`config.mk`:
```
export PLATFORM = sky130hd
export DESIGN_NAME = counter_monitor
export DESIGN_NICKNAME = d
export VERILOG_FILES = /design/src/rtl/counter_monitor.sv
export SDC_FILE = /design/constraint.sdc
export NUM_CORES = 1
export LEC_CHECK = 0
export CAP_MARGIN = 30
export CORE_MARGIN = 3
export CORE_UTILIZATION = 56
export CTS_CLUSTER_SIZE = 8
export DETAILED_ROUTE_END_ITERATION = 6
export DONT_BUFFER_PORTS = 1
export PLACE_DENSITY = 0.7
export SLEW_MARGIN = 0
export SYNTH_ARGS = -nofsm -noshare
export SYNTH_HDL_FRONTEND = slang
export SYNTH_SLANG_ARGS = --single-unit
```
`constraint.sdc`:
```
create_clock -name clock -period 1.8 [get_ports clock]
set_input_delay 0.27 -clock clock [delete_from_list [all_inputs] [get_ports clock]]
set_output_delay 0.27 -clock clock [all_outputs]
set_load 0.02 [all_outputs]
```
`src/rtl/counter_monitor.sv`:
```
// Observes an up-counter's enable and output, predicts each next value and flags discontinuities.
// Latency: every output is registered, so an event sampled on edge k is visible just after edge k.
// Backpressure: none. This is a passive observer that never stalls the counter.
module counter_monitor #(
    parameter int WIDTH      = 4,
    parameter int STAT_WIDTH = 8,
    parameter int MAX_MISS   = 3
) (
    input  logic                  clock,
    input  logic                  reset,
    input  logic                  enable,
    input  logic [WIDTH-1:0]      counter_in,
    input  logic                  clear,
    output logic                  error,
    output logic                  reset_err,
    output logic                  fault,
    output logic [STAT_WIDTH-1:0] error_count,
    output logic                  wrap_pulse,
    output logic [STAT_WIDTH-1:0] wrap_count,
    output logic                  first_err_valid,
    output logic [WIDTH-1:0]      first_err_expected,
    output logic [WIDTH-1:0]      first_err_actual
);

    typedef enum logic [1:0] {SYNC, TRACK, FAULT} state_t;

    localparam logic [STAT_WIDTH-1:0] STAT_MAX   = '1;
    localparam logic [3:0]            MISS_LIMIT = 4'(MAX_MISS);

    state_t                  state, state_nxt;
    logic [WIDTH-1:0]        exp_val, exp_nxt;
    logic [3:0]              miss, miss_nxt;
    logic                    error_nxt, reset_err_nxt, fault_nxt, wrap_nxt;
    logic [STAT_WIDTH-1:0]   ecnt_nxt, wcnt_nxt;
    logic                    fev_nxt;
    logic [WIDTH-1:0]        fee_nxt, fea_nxt;
    logic [WIDTH-1:0]        nxt;
    logic                    log_err;

    always_comb begin
        state_nxt     = state;
        exp_nxt       = exp_val;
        miss_nxt      = miss;
        error_nxt     = 1'b0;
        wrap_nxt      = 1'b0;
        reset_err_nxt = reset_err;
        fault_nxt     = fault;
        ecnt_nxt      = error_count;
        wcnt_nxt      = wrap_count;
        fev_nxt       = first_err_valid;
        fee_nxt       = first_err_expected;
        fea_nxt       = first_err_actual;
        log_err       = 1'b0;
        nxt           = counter_in + WIDTH'(enable);

        case (state)
            SYNC: begin
                if (counter_in != '0) begin
                    log_err       = 1'b1;
                    reset_err_nxt = 1'b1;
                end
                exp_nxt   = nxt;
                state_nxt = TRACK;
            end
            TRACK: begin
                if (counter_in != exp_val) begin
                    // Resync to the observed value so one jump is counted once.
                    log_err  = 1'b1;
                    exp_nxt  = nxt;
                    miss_nxt = miss + 4'd1;
                    if (miss_nxt == MISS_LIMIT) begin
                        fault_nxt = 1'b1;
                        state_nxt = FAULT;
                    end
                end else begin
                    exp_nxt  = exp_val + WIDTH'(enable);
                    miss_nxt = 4'd0;
                    if (enable && (&counter_in)) begin
                        wrap_nxt = 1'b1;
                        if (wrap_count != STAT_MAX) wcnt_nxt = wrap_count + 1'b1;
                    end
                end
            end
            FAULT: begin
                exp_nxt = nxt;
            end
            default: begin
                state_nxt = SYNC;
            end
        endcase

        if (log_err) begin
            error_nxt = 1'b1;
            if (error_count != STAT_MAX) ecnt_nxt = error_count + 1'b1;
            if (!first_err_valid) begin
                fev_nxt = 1'b1;
                fee_nxt = exp_val;
                fea_nxt = counter_in;
            end
        end

        // Clear beats the increment and capture, but the error pulse still goes out.
        if (clear) begin
            ecnt_nxt      = '0;
            wcnt_nxt      = '0;
            fev_nxt       = 1'b0;
            fee_nxt       = '0;
            fea_nxt       = '0;
            reset_err_nxt = 1'b0;
            fault_nxt     = 1'b0;
            miss_nxt      = 4'd0;
            if (state_nxt == FAULT) state_nxt = TRACK;
        end
    end

    always_ff @(posedge clock) begin
        if (reset) begin
            state              <= SYNC;
            exp_val            <= '0;
            miss               <= 4'd0;
            error              <= 1'b0;
            reset_err          <= 1'b0;
            fault              <= 1'b0;
            error_count        <= '0;
            wrap_pulse         <= 1'b0;
            wrap_count         <= '0;
            first_err_valid    <= 1'b0;
            first_err_expected <= '0;
            first_err_actual   <= '0;
        end else begin
            state              <= state_nxt;
            exp_val            <= exp_nxt;
            miss               <= miss_nxt;
            error              <= error_nxt;
            reset_err          <= reset_err_nxt;
            fault              <= fault_nxt;
            error_count        <= ecnt_nxt;
            wrap_pulse         <= wrap_nxt;
            wrap_count         <= wcnt_nxt;
            first_err_valid    <= fev_nxt;
            first_err_expected <= fee_nxt;
            first_err_actual   <= fea_nxt;
        end
    end

endmodule

```
Word-level counts from Yosys, hierarchy flattened
Cells that the tools add are included.
W data, S select, Z words.

cells by class
  $add $sub $neg = 5
  multipliers = 0
  div/mod/pow operators = 0
  order comparisons = 0
  equality and inequality tests = 7
  shifts and indexed selects = 0
  muxes and demuxes = 13
  bitwise logic cells = 3
  reductions and logical operators = 13

operators by type and width
  cell                   count
  $add A8 B1 Y8 const B  2
  $ne A8 B8 Y1 const B   2
  $add A4 B1 Y4          2
  $mux W2                4
  $mux W4                2
  $pmux W4 S2            1
  $reduce_and A4 Y1      2
  $pmux W2 S3            1
  $reduce_and A2 Y1      3
  $add A4 B1 Y4 const B  1
  $eq A2 B2 Y1 const B   2
  $eq A4 B2 Y1 const B   1
  $mux W1                4
  $ne A4 B4 Y1           1
  $reduce_bool A4 Y1     1
  $reduce_or A2 Y1       2
  $not A1 Y1             3
  $reduce_and A3 Y1      1
  $reduce_or A3 Y1       1
  $eq A2 B1 Y1 const B   1
  $logic_not A2 Y1       1
  $pmux W1 S2            1
  $reduce_bool A2 Y1     1
  $logic_and A1 B1 Y1    1

storage, ports and cells
  flip-flop bits (word level) = 39
  bits in latches = 0
  memory bits (writable) = 0
  memory bits (read-only) = 0
  output and inout port bits = 29
  memories kept = 0

Depth between registers and ports, before layout
  depth in word-level cells = 8
  depth in mapped cells = 7
  gate-level depth less buffers = 6

Worst setup path before layout
OpenSTA, ideal clock, no wires.

  path kind = register -> register
  start = register wrap_count[0]
  end = register wrap_count[7]
  library setup time = 0.070 ns
  data arrival time = 1.931 ns
  path slack = -0.201 ns
  stages on the path, launching flop included = 7
  path buffers = 1
  clock period less this slack = 2.001 ns
  path through = dfxtp_1 ha_1 and4_1 a211o_1 clkbuf_1 or4_1 a21oi_1

between the ends
  longest elaborated chain between the ends = 2
  elaborated cells between the ends (all ways) = 3
  those cells by class = 1 x add/sub; 1 x eq/ne; 1 x reduce/logical

ends and longest elaborated chain
  item                                                                   line  text
  start: declaration                                                     19    output logic [STAT_WIDTH-1:0] wrap_count,
  start signal: assignment                                               139   wrap_count <= wcnt_nxt;
  parallel branches: the longest is 2 deep, another holds $add A8 B1 Y8  -

Parallel ways; which one is timed is not known.
A chain may end at the register's enable or synchronous reset.

Worst setup path after layout
  start = register exp_val[1]
  end = register wrap_count[3]

between the ends
  longest elaborated chain between the ends = 3

ends and longest elaborated chain
  item                                line  text
  start: declaration                  31    logic [WIDTH-1:0] exp_val, exp_nxt;
  start signal: assignment            132   exp_val <= exp_nxt;
  $ne A4 B4 Y1                        66    if (counter_in != exp_val) begin
  $not A1 Y1 (no source line)         -
  $reduce_and A4 Y1 (no source line)  -

No other way between the ends.

==> out/qor.csv <==
metric;value;unit
status;finished, violations left;
violations;negative setup slack;
ys_seq_area_frac;0.371;
rows;21;
vias;2125;
syn_area;0.00211;sq mm
die-width;67.3;microns
min_from;reset;
combPwrFrac;0.149;
endpoint_kind;flip-flop;
final_common_cell;buf_4;
crit_buf_inv;1;
synthTopCellsByArea;dfxtp_1 37%, nand2_1 6.1%, ha_1 4.8%;
synth_top_family_by_area;simple AND/OR/NAND/NOR gates;
drive_gt1_frac;0.298;
seq_power_share;0.463;
dp_hpwl;4090;microns
final.fill_count;240;
cp-startpoint;exp_val[1];
setup_viol;5;
worstMarginPinSlew;0.447;ns
synth-seq-cells;39;
initial_core_util;0.607;
clk_path_buf_depth;2;
hp-class;in2reg;
regToRegStartpoint;exp_val[1];
synth_cells;252;
setup_slack;-0.0475;ns
synthMuxAreaShare;0.0428;
io_buffer_count;0;
max_stage_delay;0.53;ns
slew_headroom;0.700;
slew_violations;0;
syn_nets;268;
ys.flop_type;dfxtp_1;
p_leak;1.07;nW
fin_worst_skew;0.0103;ns
ios;37;
crit_chain;xor2_4, or4_4, buf_6, or4_1, a21oi_1;
syn_avg_cell_area;8.36;sq um
yosysWarningCount;0;
synth_fa_ha_area_frac;0.0475;
cp_max_fo;6;
vias_per_cell;6.34;
core;0.00347;sq mm
peakVddDrop;706;uV
cp.required;2.04;ns
finalHoldViolations;0;
dr.pass1.iters;5;
clk_latency;0.30;ns
final_cell_mix;43 x buf_4, 34 x nand2_1, 34 x dfxtp_1, 18 x nand3_1, 10 x nand4_1;
htree_levels;2;
synthDominantCellAreaShare;0.371;
critPathLaunchType;flip-flop;
synth_cell_type_count;42;
dp_slack;-0.161;ns
grt_use_total;0.280;
synthArstFlopShare;0;
cts_tree;done;
clkSinkCount;39;
synthXorXnorAreaFrac;0.0333;
fin_area;0.00273;sq mm
finalWeightedCongestion;0.871;
power_density;730;mW/mm^2
die_y;67.3;microns
tns;-0.130;ns
rsz0062_at_grt;yes;
cts_root_buffer;clkbuf_8;
p_int;0.00147;W
route.detailed.drc;0;
drt_iter0_drc;158;
min_period;1.85;ns
p_switching;0.000526;W
grt_antenna_before_repair;0;
die-area;0.00453;sq mm
wirelength;6220;microns
clkSlewWorstSetupHoldPaths;0.08;ns
cts_made_buffers;5;
dpl_cell_area;0.00247;sq mm
grt_pass1_wl;9710;microns
wire_per_inst;18.6;microns
slowest_stage;or4_4;
postCtsHoldBufs;0;
path_delay_family;simple AND/OR/NAND/NOR gates;
fmax;0.541;GHz
postRouteAntennaNets;0;
syn2layout_area_growth;29.6;%
synth_edf_count;0;
crit_arrival;2.09;ns
diodes;0;
first_global_vias;2101;
drv_cap;0;
netSwitchingFraction;0.264;
fin_nets;304;
path_class;reg2reg;
synth_largest_area_cell;dfxtp_1;
synth-simple-area-share;0.286;
finalCritPeriodShare;1.03;
clkPwrFrac;0.388;
grt_max_degree;21;
synth_compound_area_frac;0.182;
grt_overflow;0;
## cell families (layout without fill, tap and decap cells)
group,Yosys count,in the layout
and+or+nand+nor,114,114
adders and majority gates,8,8
buffers and inverters,21,58
AOI/OAI and AO/OA,53,53
muxes,9,9
xor gates and xnor gates,8,8
DFF,39,39
## cell usage after synthesis (2+ instances only)
| master | n |
|---|---|
| nor3b_1 | 2 |
| or3_1 | 10 |
| clkbuf_1 | 17 |
| a311oi_1 | 2 |
| a211oi_1 | 7 |
| nand4_1 | 10 |
| nand3b_1 | 2 |
| nor3_1 | 2 |
| and3_1 | 5 |
| nor2b_1 | 2 |
| or4_1 | 6 |
| ha_1 | 8 |
| inv_1 | 3 |
| xnor2_1 | 3 |
| mux2i_1 | 9 |
| nor2_1 | 10 |
| o211ai_1 | 2 |
| o21a_1 | 2 |
| nor4_1 | 7 |
| o21ai_0 | 7 |
| nand2_1 | 34 |
| o31ai_1 | 4 |
| and4_1 | 2 |
| a21o_1 | 8 |
| nand3_1 | 18 |
| xor2_1 | 5 |
| dfxtp_1 | 39 |
| a21oi_1 | 11 |
| o41ai_2 | 2 |
## final timing paths
path | end | slack, ns | cells past startpoint
worst max register to register | wrap_count[3] | -0.05 | 5
worst min-delay path | error | 0.03 | 1
worst max-delay path | wrap_count[3] | -0.05 | 5
worst min register to register | miss[3] | 0.47 | 2
## registers in the layout, indices dropped and copies added, names as in the netlist, 2 cells and up
name	count
error_count	8
wrap_count	8
exp_val	4
first_err_actual	4
first_err_expected	4
miss	4
state	2
## power by group through the flow
stage	Clock (W)	Sequential, W	Combinational [W]
floorplan	0	0.000945	0.000156
global placement	0	0.000940	0.000247
detailed placement	0	0.000941	0.000256
CTS	0.000766	0.000921	0.000266
global route	0.000821	0.000925	0.000321
finish	0.000773	0.000922	0.000298
## what timing repair did
action	in CTS	in global routing
resized for setup	6	18
buffers inserted	1	3
pin swaps	8	6
setup endpoints to repair	7	13
cloned	1	0
## worst register-to-register path, delay by kind of cell, from the launching register on
family                    cells  cell delay [ns]
DFF                           1             0.36
buffers and inverters         1             0.15
AOI/OAI and AO/OA             1             0.13
and+or+nand+nor               2             1.00
xor gates and xnor gates      1             0.15
## metrics by stage
| step | power (W) | std cells | hold WS [ns] | util |
|---|---|---|---|---|
| final | 0.00199 | 335 | 0.0317 | 0.787 |
| after global routing | 0.00207 | 335 | 0.0191 | 0.787 |
| after CTS | 0.00195 | 332 | 0.0274 | 0.754 |
| after detailed placement | 0.00120 | 322 | 0.344 | 0.711 |
| after global placement | 0.00119 | 322 | 0.345 | 0.711 |
| after floorplan | 0.00110 | 252 | 0.444 | - |
## metal layers
layer | vias to the layer above | global-route usage | part of all wire | wire length (microns)
li1 | 1008 | - | - | -
met1 | 1010 | 0.348 | 0.42 | 2590
met2 | 84 | 0.448 | 0.49 | 3030
met3 | 23 | 0.0799 | 0.069 | 431
met4 | 0 | 0.127 | 0.026 | 164
met5 | - | 0 | 0 | 0
## cell type report
type                       count  area (sq um)  share of cell area
sequential                    39           792               0.290
tap                           46          57.6              0.0211
clock inverter                 2          35.0              0.0128
multi-input combinational    192          1380               0.506
inverter                       3          11.3             0.00412
timing repair buffer          47           370               0.136
clock buffer                   6          82.6              0.0302
(Power assumes the default switching activity.)
